**config.mk**
```make
export PLATFORM = sky130hd
export DESIGN_NAME = if_fetch_buffer
export DESIGN_NICKNAME = d
export VERILOG_FILES = /design/src/rtl/if_fetch_buffer_pkg.sv /design/src/rtl/if_fetch_buffer_fetch_fifo.sv /design/src/rtl/if_fetch_buffer.sv
export SDC_FILE = /design/constraint.sdc
export NUM_CORES = 1
export LEC_CHECK = 0
export CAP_MARGIN = 20
export CORE_MARGIN = 2
export CORE_UTILIZATION = 50
export DETAILED_ROUTE_END_ITERATION = 8
export PLACE_DENSITY = 0.79
export RECOVER_POWER = 25
export SETUP_SLACK_MARGIN = 0.02
export SLEW_MARGIN = 30
export SYNTH_ARGS = -nofsm -noshare
export SYNTH_HDL_FRONTEND = slang
export SYNTH_SLANG_ARGS = --single-unit
```
**constraint.sdc**
```tcl
create_clock -name clk -period 3.55 [get_ports clk]
set_clock_uncertainty 0.1 [all_clocks]
set_input_delay 0.5325 -clock clk [delete_from_list [all_inputs] [get_ports clk]]
set_output_delay 0.5325 -clock clk [all_outputs]
set_load 0.01 [all_outputs]
```
**src/rtl/if_fetch_buffer_pkg.sv**
```systemverilog
// Shared definitions for the fetch buffer: FSM state encodings and default widths.
// No logic; imported by the top and the fetch queue.
package if_fetch_buffer_pkg;

  typedef enum logic [1:0] {
    IF_IDLE = 2'd0,
    IF_WAIT = 2'd1,
    IF_KILL = 2'd2
  } if_state_t;

  localparam int IF_IW_DEFAULT    = 32;
  localparam int IF_DEPTH_DEFAULT = 2;

endpackage

```
**src/rtl/if_fetch_buffer_fetch_fifo.sv**
```systemverilog
// Sync FIFO of {pc,instr}; head is read from registered storage, so a push at edge N shows after N.
// Full/empty come from the registered count only; push when full and pop when empty are ignored.
module fetch_fifo #(
  parameter int WIDTH = 64,
  parameter int DEPTH = 2
) (
  input  logic             clk,
  input  logic             rst,
  input  logic             push,
  input  logic [WIDTH-1:0] push_dat,
  input  logic             pop,
  input  logic             clear,
  output logic             full,
  output logic             empty,
  output logic [WIDTH-1:0] head
);

  localparam int AW = (DEPTH > 1) ? $clog2(DEPTH) : 1;

  logic [WIDTH-1:0] mem [DEPTH];
  logic [AW-1:0]    wr_ptr;
  logic [AW-1:0]    rd_ptr;
  logic [AW:0]      count;
  logic             wr_en;
  logic             rd_en;

  assign full  = (count == (AW+1)'(DEPTH));
  assign empty = (count == '0);
  assign head  = mem[rd_ptr];
  assign wr_en = push & ~full;
  assign rd_en = pop & ~empty;

  // Power-of-two depth lets the pointers wrap naturally.
  always_ff @(posedge clk) begin
    if (rst) begin
      wr_ptr <= '0;
      rd_ptr <= '0;
      count  <= '0;
      for (int i = 0; i < DEPTH; i++) mem[i] <= '0;
    end else if (clear) begin
      wr_ptr <= '0;
      rd_ptr <= '0;
      count  <= '0;
    end else begin
      if (wr_en) begin
        mem[wr_ptr] <= push_dat;
        wr_ptr      <= wr_ptr + 1'b1;
      end
      if (rd_en) rd_ptr <= rd_ptr + 1'b1;
      case ({wr_en, rd_en})
        2'b10:   count <= count + 1'b1;
        2'b01:   count <= count - 1'b1;
        default: count <= count;
      endcase
    end
  end

endmodule

```
**src/rtl/if_fetch_buffer.sv**
```systemverilog
// Fetches the word at pc_addr over req/ack and queues {pc,instr} for decode; a push lands on if_* one cycle later.
// PC is held (stall_ctr=1) until the fetch is pushed; full queue gates the request off; flush empties the queue.
module if_fetch_buffer
  import if_fetch_buffer_pkg::*;
#(
  parameter int instruction_width = IF_IW_DEFAULT,
  parameter int fifo_depth        = IF_DEPTH_DEFAULT
) (
  input  logic                         clk,
  input  logic                         rst,
  input  logic [instruction_width-1:0] pc_addr,
  input  logic                         flush,
  input  logic                         id_stall,
  output logic                         stall_ctr,
  output logic                         imem_req,
  output logic [instruction_width-1:0] imem_addr,
  input  logic                         imem_ack,
  input  logic [instruction_width-1:0] imem_rdata,
  output logic                         if_valid,
  output logic [instruction_width-1:0] if_instr,
  output logic [instruction_width-1:0] if_pc
);

  localparam int IW = instruction_width;

  if_state_t       state;
  logic [IW-1:0]   kill_addr;
  logic            req_int;
  logic [IW-1:0]   addr_int;
  logic            push;
  logic            pop;
  logic            fifo_full;
  logic            fifo_empty;
  logic [2*IW-1:0] head;

  always_comb begin
    req_int  = 1'b0;
    addr_int = pc_addr;
    case (state)
      IF_IDLE: req_int = ~fifo_full & ~flush;
      IF_WAIT: req_int = 1'b1;
      // Old request must complete on its original address; its data is dropped.
      IF_KILL: begin
        req_int  = 1'b1;
        addr_int = kill_addr;
      end
      default: req_int = 1'b0;
    endcase
  end

  assign push      = ~rst & req_int & imem_ack & ~flush & (state != IF_KILL);
  assign pop       = if_valid & ~id_stall & ~flush;
  assign imem_req  = req_int & ~rst;
  assign imem_addr = addr_int;
  assign stall_ctr = rst | ~(flush | push);
  assign if_valid  = ~fifo_empty & ~rst;
  assign if_pc     = rst ? '0 : head[2*IW-1:IW];
  assign if_instr  = rst ? '0 : head[IW-1:0];

  always_ff @(posedge clk) begin
    if (rst) begin
      state     <= IF_IDLE;
      kill_addr <= '0;
    end else begin
      case (state)
        IF_IDLE: if (req_int & ~imem_ack) state <= IF_WAIT;
        IF_WAIT: begin
          if (imem_ack) begin
            state <= IF_IDLE;
          end else if (flush) begin
            kill_addr <= pc_addr;
            state     <= IF_KILL;
          end
        end
        IF_KILL: if (imem_ack) state <= IF_IDLE;
        default: state <= IF_IDLE;
      endcase
    end
  end

  fetch_fifo #(
    .WIDTH(2*IW),
    .DEPTH(fifo_depth)
  ) u_fifo (
    .clk      (clk),
    .rst      (rst),
    .push     (push),
    .push_dat ({pc_addr, imem_rdata}),
    .pop      (pop),
    .clear    (flush),
    .full     (fifo_full),
    .empty    (fifo_empty),
    .head     (head)
  );

endmodule
```
After elaboration in Yosys (flattened, before gate mapping) --
Memory sizes are Yosys's and may differ from the RTL's. A register that Yosys moved wholly into a read port is not among the register bits. Cells that the tools add are included.
Word-level totals: bits in writable memories 128, word-level logic and storage cells 68, register bits 38, input port bits 69, output and inout bits 99, memories kept 1
Operators by class: reductions and logical operators 8, add/sub/neg operators 4, muxes and demuxes 21, equal/unequal tests 9, bitwise logic cells 20
Memories:
- u_fifo.mem | depth 2, bits a word 64, rd ports 1, clocked after memory_dff 1, wr ports 2, line if_fetch_buffer_fetch_fifo.sv:20 | logic [WIDTH-1:0] mem [DEPTH];
Operators by type and width (count):
- 32-bit 2-to-1 mux | 3
- 64-bit 2-to-1 mux | 1
- 64-bit OR reduction | 1
- 1-bit AND | 11
- 1-bit 2-to-1 mux | 10
- 2-bit 2-to-1 mux | 4
- 1-bit NOT | 7
- 2-bit == test (second input constant) | 3
- 2-bit inequality test (second input constant) | 3
- 2-bit case mux with 3 select lines | 1
- 3-bit AND reduction | 2
- 2-bit by 1-bit == test with 1-bit output (second input constant) | 2
- 2-bit logical NOT | 2
- 2-bit case mux with 2 select lines | 1
- 2-bit OR reduction | 2
- 3-bit inequality test (second input constant) | 1
- 1-bit adder (second input constant) | 2
- 2-bit by 1-bit adder with 2-bit output (second input constant) | 1
- 1-bit bitwise OR | 2
- 1-bit case mux with 2 select lines | 1
- 2-bit nonzero test | 1
- 2-bit by 1-bit subtractor with 2-bit output (second input constant) | 1

Longest topological paths before layout --
depth in word-level cells 15, depth in mapped cells 9, gate-level depth less buffers 8

Modules after synthesis --
Synthesis repeated with hierarchy kept, for this count alone.
Unflattened totals: cell total of the unflattened synthesis 647, area, all modules 8041.5 um2
By module, submodules not included:
- fetch_fifo | area an instance 5866.9 um2, seq. area each 3943.8 um2, times used 1, cells an instance 371
- if_fetch_buffer | area an instance 2174.6 um2, seq. area each 680.7 um2, times used 1, cells an instance 276

Worst setup path after synthesis --
No wires, ideal clock.
path type input to register, start point input rst, end point memory u_fifo.mem[0][0], enable pin, cell stages on the path 7, setup slack 0.358 ns, arrival time 2.698 ns, setup time 0.394 ns, path through buf_6 > or2_1 > clkbuf_2 > or4_4 > nor3_2 > buf_4 > or2_2
RTL lines:
- start, declared | line if_fetch_buffer.sv:10 | input logic rst,
- end, declared | line if_fetch_buffer_fetch_fifo.sv:20

Final worst setup path --
start point register state[0], end point output imem_addr[0]
Between the ends: cells in the longest elaborated chain, start to end 2
Ends and longest elaborated chain:
- start, declared | line if_fetch_buffer.sv:26 | if_state_t state;
- start signal, assigned | line if_fetch_buffer.sv:62 | state <= IF_IDLE;
- start signal, assigned | line if_fetch_buffer.sv:66 | IF_IDLE: if (req_int & ~imem_ack) state <= IF_WAIT;
- start signal, assigned | line if_fetch_buffer.sv:69 | state <= IF_IDLE;
- 2-bit == test | line if_fetch_buffer.sv:39 | case (state)
- 32-bit 2-to-1 mux | line if_fetch_buffer.sv:39
- end, declared | line if_fetch_buffer.sv:16 | output logic [instruction_width-1:0] imem_addr,
No other way between the ends.

==> qor.csv <==
stage;metric;value;unit
placed_design;placed cell count;973;
yosys;syn avg cell area;11.8;um2
drt;final WL;17000;um
clocking;TritonCTS Buffers;17;
yosys;mux contribution to synthesized area;13.1;%
placed_design;post-DP HPWL;11100;um
setup_path;CP top delay family;adder cells;
setup_path;WP data required;2920;ps
global_route;first-pass GRT wire length;26800;um
yosys;Simple-Gate Fraction of Synth Area;19.1;%
drt;DR vias;5249;
yosys;post-synth top area share;50.3;%
die;die width;128;um
die;io pins;168;
min_path;Worst Hold Endpoint;kill_addr[0]$_SDFFE_PP0P_;
drt;DRT Pass-1 Iters;5;
global_route;vias in the first global route;5398;
setup_path;reg2reg setup slack;470;ps
yosys;largest cells by area after synthesis;edfxtp_1 (50%), and2_1 (10%), dfxtp_1 (10%), mux2i_1 (8.4%), mux2_2 (4.7%);
finish;Antenna diodes;0;
yosys;post-synthesis xor/xnor area fraction;0.229;%
setup_path;CP Launch Type;flip-flop;
run_status;status;completed;
clocking;Longest Clk Path Bufs;2;
die;Initial Utilization;50.7;%
yosys;Most used DFF post-synth;edfxtp_1;
finish;Final nets;879;
sta;post-layout minimum cycle time;3250;ps
yosys;ys async rst share;0;%
setup_path;CP max stage cell;ha_2;
placed_design;Setup WS pre-CTS;232;ps
clocking;CTS Hold Bufs;0;
die;total core area;0.0151;mm2
sta;final-report setup violation count;0;
sta;setup_tns;0;ps
yosys;main combinational cell family by area after synthesis;simple AND/OR/NAND/NOR gates;
sta;FMAX;0.308;GHz
setup_path;Critical Path Fanout Max;35;
yosys;Post-Synthesis Cells;648;
sta;worst-margin pin slew;867;ps
drt;met2 wire len;8460;um
global_route;Total Routing Usage GR;21.2;%
die;row count;45;
setup_path;R2R cell count;6;
clocking;Clock Latency Late Sink;420;ps
global_route;GR Overflow Total;0;
yosys;Ys Warns;0;
drt;Vias/cell;5.22;
min_path;hold path cells;2;
clocking;Clk Tree Root Cell;clkbuf_16;
yosys;sequential area share after synthesis;60.5;%
setup_path;slowest stage delay, CP;780;ps
drt;Antenna Nets Post-Route;0;
finish;most frequent cells in the layout;clkdlybuf4s50_1 (152), edfxtp_1 (128), and2_1 (117), nor2_1 (68);
finish;Fill cells;1129;
clocking;CTS tree;done;
pwr;Lkg Pwr;3.58;nW
clocking;PostCTS Resize Cnt;0;
setup_path;critical path class;reg -> out;
drt;met1 wire length;7290;um
yosys;area leader, netlist;edfxtp_1;
yosys;number of synthesized register bits;167;
min_path;worst min-delay path startpoint;kill_addr[0]$_SDFFE_PP0P_;
yosys;syn nets;723;
setup_path;Crit Reg-Reg Endpoint;u_fifo.mem[1][49]$_SDFFCE_PN0P_;
drt;DRC;0;
clocking;CTS clk-pin slew, worst paths;60;ps
yosys;EDFF count, synth;128;
drt;WL met3;938;um
yosys;Adder-Cell Fraction of Synth Area;0.982;%
sta;Final WS setup;304;ps
yosys;Synth Area in Compound Gates;3.12;%
finish;commonest non-fill, non-tap cell in the layout;clkdlybuf4s50_1;
setup_path;Buf+Inv Stages, Crit Path;2;
drt;routed len/inst;17.0;um
setup_path;CP Capture Type;output port;
placed_design;RD Place Congestion;0.803;
placed_design;IO buf count;167;
drt;top layer in use;met4;
clocking;clock sinks;167;
yosys;Unique masters post-synth;34;
setup_path;reg-to-reg critical path startpoint;state[0]$_SDFFE_PP0P_;
global_route;initial antenna violation count;0;
global_route;largest net degree at the start of global routing;77;
pwr;PD cells;493;mW/mm2
drt;First DRT Iteration DRCs;213;
finish;layout cells sized above 1;9.18;%
clocking;setup bufs post-CTS;0;
sta;RSZ-0062 raised after global routing;no;
finish;Post-Layout Cell Count;1005;
sta;Final Cycle Share;91.4;%
flow_run;max-cap violation count;0;
die;die area;0.0163;mm2
pwr;maximum vdd ir drop;0.324;mV
clocking;htree depth;4;
setup_path;worst-path cell chain;inv_1, ha_2, mux2_2, clkdlybuf4s50_1;
yosys;Mapped Area;0.00765;mm2
die;Die H;128;um
sta;max_slew headroom;42.2;%
sta;final hold vios;0;
min_path;worst min path class;reg -> reg;
sta;Slew Viols, Final;0;
setup_path;Worst EP arrival;2610;ps
finish;Area growth syn-to-layout;32.1;%
metrics by stage:
stage               power (mW)  utilization, %  cell area, um2  hold WS [ps]
floorplan                 2.72               -            7650           333
global placement          3.09            63.2            9530           338
detailed placement        3.12            63.2            9530           346
CTS                       5.03            67.3           10200           355
global route              5.17            67.0           10100           375
finish                    4.98            67.0           10100           351
report_power, final:
part           internal (mW)  total (mW)  switching, mW
sequential              2.25        2.29         0.0428
clock                   1.21        1.92          0.709
combinational          0.388       0.771          0.383
synth_stat cells, types with 2 or more instances:
cell	count
clkbuf_1	24
buf_4	2
ha_1	6
buf_1	7
nor2_1	68
o21bai_1	2
mux2i_1	64
clkbuf_2	6
and2_1	128
inv_1	4
nor3_2	2
mux2_2	32
o31ai_1	2
edfxtp_1	128
nand2_1	64
nor2b_1	4
o21ai_0	4
or3_1	2
nor3_1	3
or2_2	3
nand4_1	2
buf_6	5
nor3b_1	2
nand2b_1	2
dfxtp_1	39
a21oi_1	35
registers in the layout, summed over array words and instances, names as in the netlist, named ones only:
register / flops
kill_addr: 32
state: 2
u_fifo.count: 2
u_fifo.mem: 128
u_fifo.rd_ptr: 1
u_fifo.wr_ptr: 1
how the worst max path moves through the flow:
| stage | start | to | slack (ps) | cells after the start |
|---|---|---|---|---|
| final | state[0]$_SDFFE_PP0P_ | imem_addr[0] | 300 | 4 |
| after global routing | state[0]$_SDFFE_PP0P_ | stall_ctr | 190 | 5 |
| after CTS | state[0]$_SDFFE_PP0P_ | imem_addr[0] | 270 | 4 |
| after detailed placement | flush | u_fifo.count[1]$_SDFFE_PP0P_ | 230 | 7 |
| after global placement | flush | u_fifo.count[1]$_SDFFE_PP0P_ | 320 | 7 |
| after floorplan | rst | u_fifo.mem[0][0]$_SDFFCE_PN0P_ | 360 | 7 |
worst min-delay path: cells and delay by family (launching register included):
family	cells	cell delay, ps
compound gates	1	50
flops	1	300
simple gates	1	50
cell families (layout without fill, tap and decap cells):
kind of cell	count (synthesis)	after routing
buffers and inverters	48	217
DFF	167	167
adders and majority gates	6	6
xor gates and xnor gates	2	2
AOI/OAI and AO/OA	45	45
muxes	96	96
and+or+nand+nor	284	284
routing by layer:
metal	track usage, %	up-vias
met5	0	-
met4	8.66	0
met3	3.96	27
met2	36.4	162
met1	26.5	2521
li1	-	2539
cell type report:
type                    count  area (um2)  area share (%)
clock buffers              26         512            5.06
clock inverters             6         111            1.10
inverters                   4        15.0           0.149
multi-input cells         433        2790            27.6
flip-flops and latches    167        4630            45.8
well taps                 188         235            2.33
repair buffers            181        1820            18.0
Power figures use the tool's default switching activity.
==> RTL edit, RTL diff (config.mk and constraints unchanged) <==
The package constant `IF_DEPTH_DEFAULT` goes from 2 to 4.
--- a/src/rtl/if_fetch_buffer_pkg.sv
+++ b/src/rtl/if_fetch_buffer_pkg.sv
@@ -10,5 +10,5 @@
 
   localparam int IF_IW_DEFAULT    = 32;
-  localparam int IF_DEPTH_DEFAULT = 2;
+  localparam int IF_DEPTH_DEFAULT = 4;
 
 endpackage
Function: changed (a bounded check fails within 4 cycles, from zero or initial values and one cycle with rst high).
==> RTL edit against the original RTL <==
The run now ends with capacitance limit, slew limit left; wire length grew 71%; setup slack worse by 0.0052 ns; area after synthesis rose by 77%; global-route usage down 0.51 points; sequential cell count increased by 132; synthesized cell count is 46% higher; power is 65% higher; sequential power grew 79%; sequential share of layout area grew 5.6 points; final area is 65% higher; highest routed layer unchanged.
==> RTL edit: results (changes against the original RTL) <==
metric	value	unit	change
antenna_found_initial	2		was 0
use_met3	0.02759		was 0.03965
cts_buffer_depth	3		was 2
synth_cell_types	43		was 34
finalHoldViolCount	0		unchanged
dp_cells	1411		was 973
cts_buffers	30		was 17
routed_wl	29.14	mm	was 17.04 mm
synth_area_per_cell	14.34	um^2	was 11.80 um^2
rrSetupSlack	0.44	ns	was 0.47 ns
drt-met1-wl	11.80	mm	was 7.293 mm
route.met2.wl	14.71	mm	was 8.455 mm
arrival	2.62	ns	was 2.61 ns
grt_util_met2	0.3607		was 0.3640
hold_depth	2		unchanged
reg2regPathDepth	8		was 6
cp_max_fo	28		was 35
switchingPower	1.860	mW	was 1.135 mW
violations	capacitance limit, slew limit		
crit_end	if_pc[10]		was imem_addr[0]
grt_pass1_wl	45.13	mm	was 26.81 mm
max_cap_viol_count	1		was 0
p_leak	5.825	nW	was 3.582 nW
slew_viol_final	33		was 0
synth_seq_area_share	0.6307		was 0.6046
drtIter0Drc	450		was 213
drive_gt1_frac	0.1528		was 0.09180
grt_max_degree	80		was 77
largest_register_ffs	256		was 128
cts_max_level	1		was 4
grt_util_met1	0.2695		was 0.2649
min_from	kill_addr[17]		was kill_addr[0]
grtUsageTotal	0.2068		was 0.2119
synth_edf_count	256		was 128
hold_end	kill_addr[17]		was kill_addr[0]
vdd_ir_drop_max	0.3892	mV	was 0.3237 mV
status	complete, but fails checks		was completed
grt_pass1_vias	8196		was 5,398
routed_via_density	5.360		was 5.223
r2r-end	u_fifo.mem[2][11]		was u_fifo.mem[1][49]
place_hpwl	17.38	mm	was 11.05 mm
finalNetCount	1178		was 879
synth_top_cells_by_area	edfxtp_1, and2_1, mux4_2		was edfxtp_1, and2_1, dfxtp_1
wl_met3	1.769	mm	was 938 um
routabilityCongestion	0.7962		was 0.8032
RTL edit: logic make-up (layout without fill, tap and decap cells):
logic type               count (synthesis)  after routing  share of synthesized area
flip-flops                             299            299                     0.6307
buffers and inverters                   73            254                    0.02492
other                                    0              2                          0
AO/OA/AOI/OAI                           46             46                    0.01837
adder cells (fa/ha/maj)                  7              7                   0.007016
AND/OR/NAND/NOR                        418            418                     0.1821
multiplexers                            97             97                     0.1337
XOR/XNOR                                 5              5                   0.003231
RTL edit: final cells by class:
| cell class | count | area, um^2 |
|---|---|---|
| Antenna cell | 2 | 5.005 |
| Fill cell | 1962 | 10140 |
| Timing Repair Buffer | 190 | 1978 |
| Clock buffer | 43 | 859.6 |
| Inverter | 8 | 30.03 |
| Tap cell | 341 | 426.7 |
| Sequential cell | 299 | 8556 |
| Clock inverter | 13 | 125.1 |
| Multi-Input combinational cell | 573 | 4678 |
RTL edit: power by group through the flow:
stage               Clock [mW]  Combinational (mW)  Sequential [mW]
floorplan                    0               0.553             4.16
global placement             0                1.02             4.16
detailed placement           0                1.04             4.18
CTS                       3.16                1.05             4.10
global route              3.30                1.11             4.12
finish                    3.11                1.02             4.10
RTL edit: worst max-delay path, stage by stage (launching register included):
cell and delay [ns]:
dfxtp_4 0.52, buf_12 0.29, mux4_2 0.56, nor2b_1 0.17, clkdlybuf4s50_1 0.50
RTL edit: through the flow:
stage                     worst slack, ns  hold WS (ns)  power (mW)  utilization
after CTS                          0.2504        0.3524       8.311       0.6227
final                              0.2993        0.3528       8.234       0.6216
after global placement             0.4042        0.3381       5.188       0.5859
after global routing               0.1455        0.3684       8.531       0.6215
after detailed placement           0.2900        0.3439       5.217       0.5859
after floorplan                    0.3629        0.3329       4.710            -
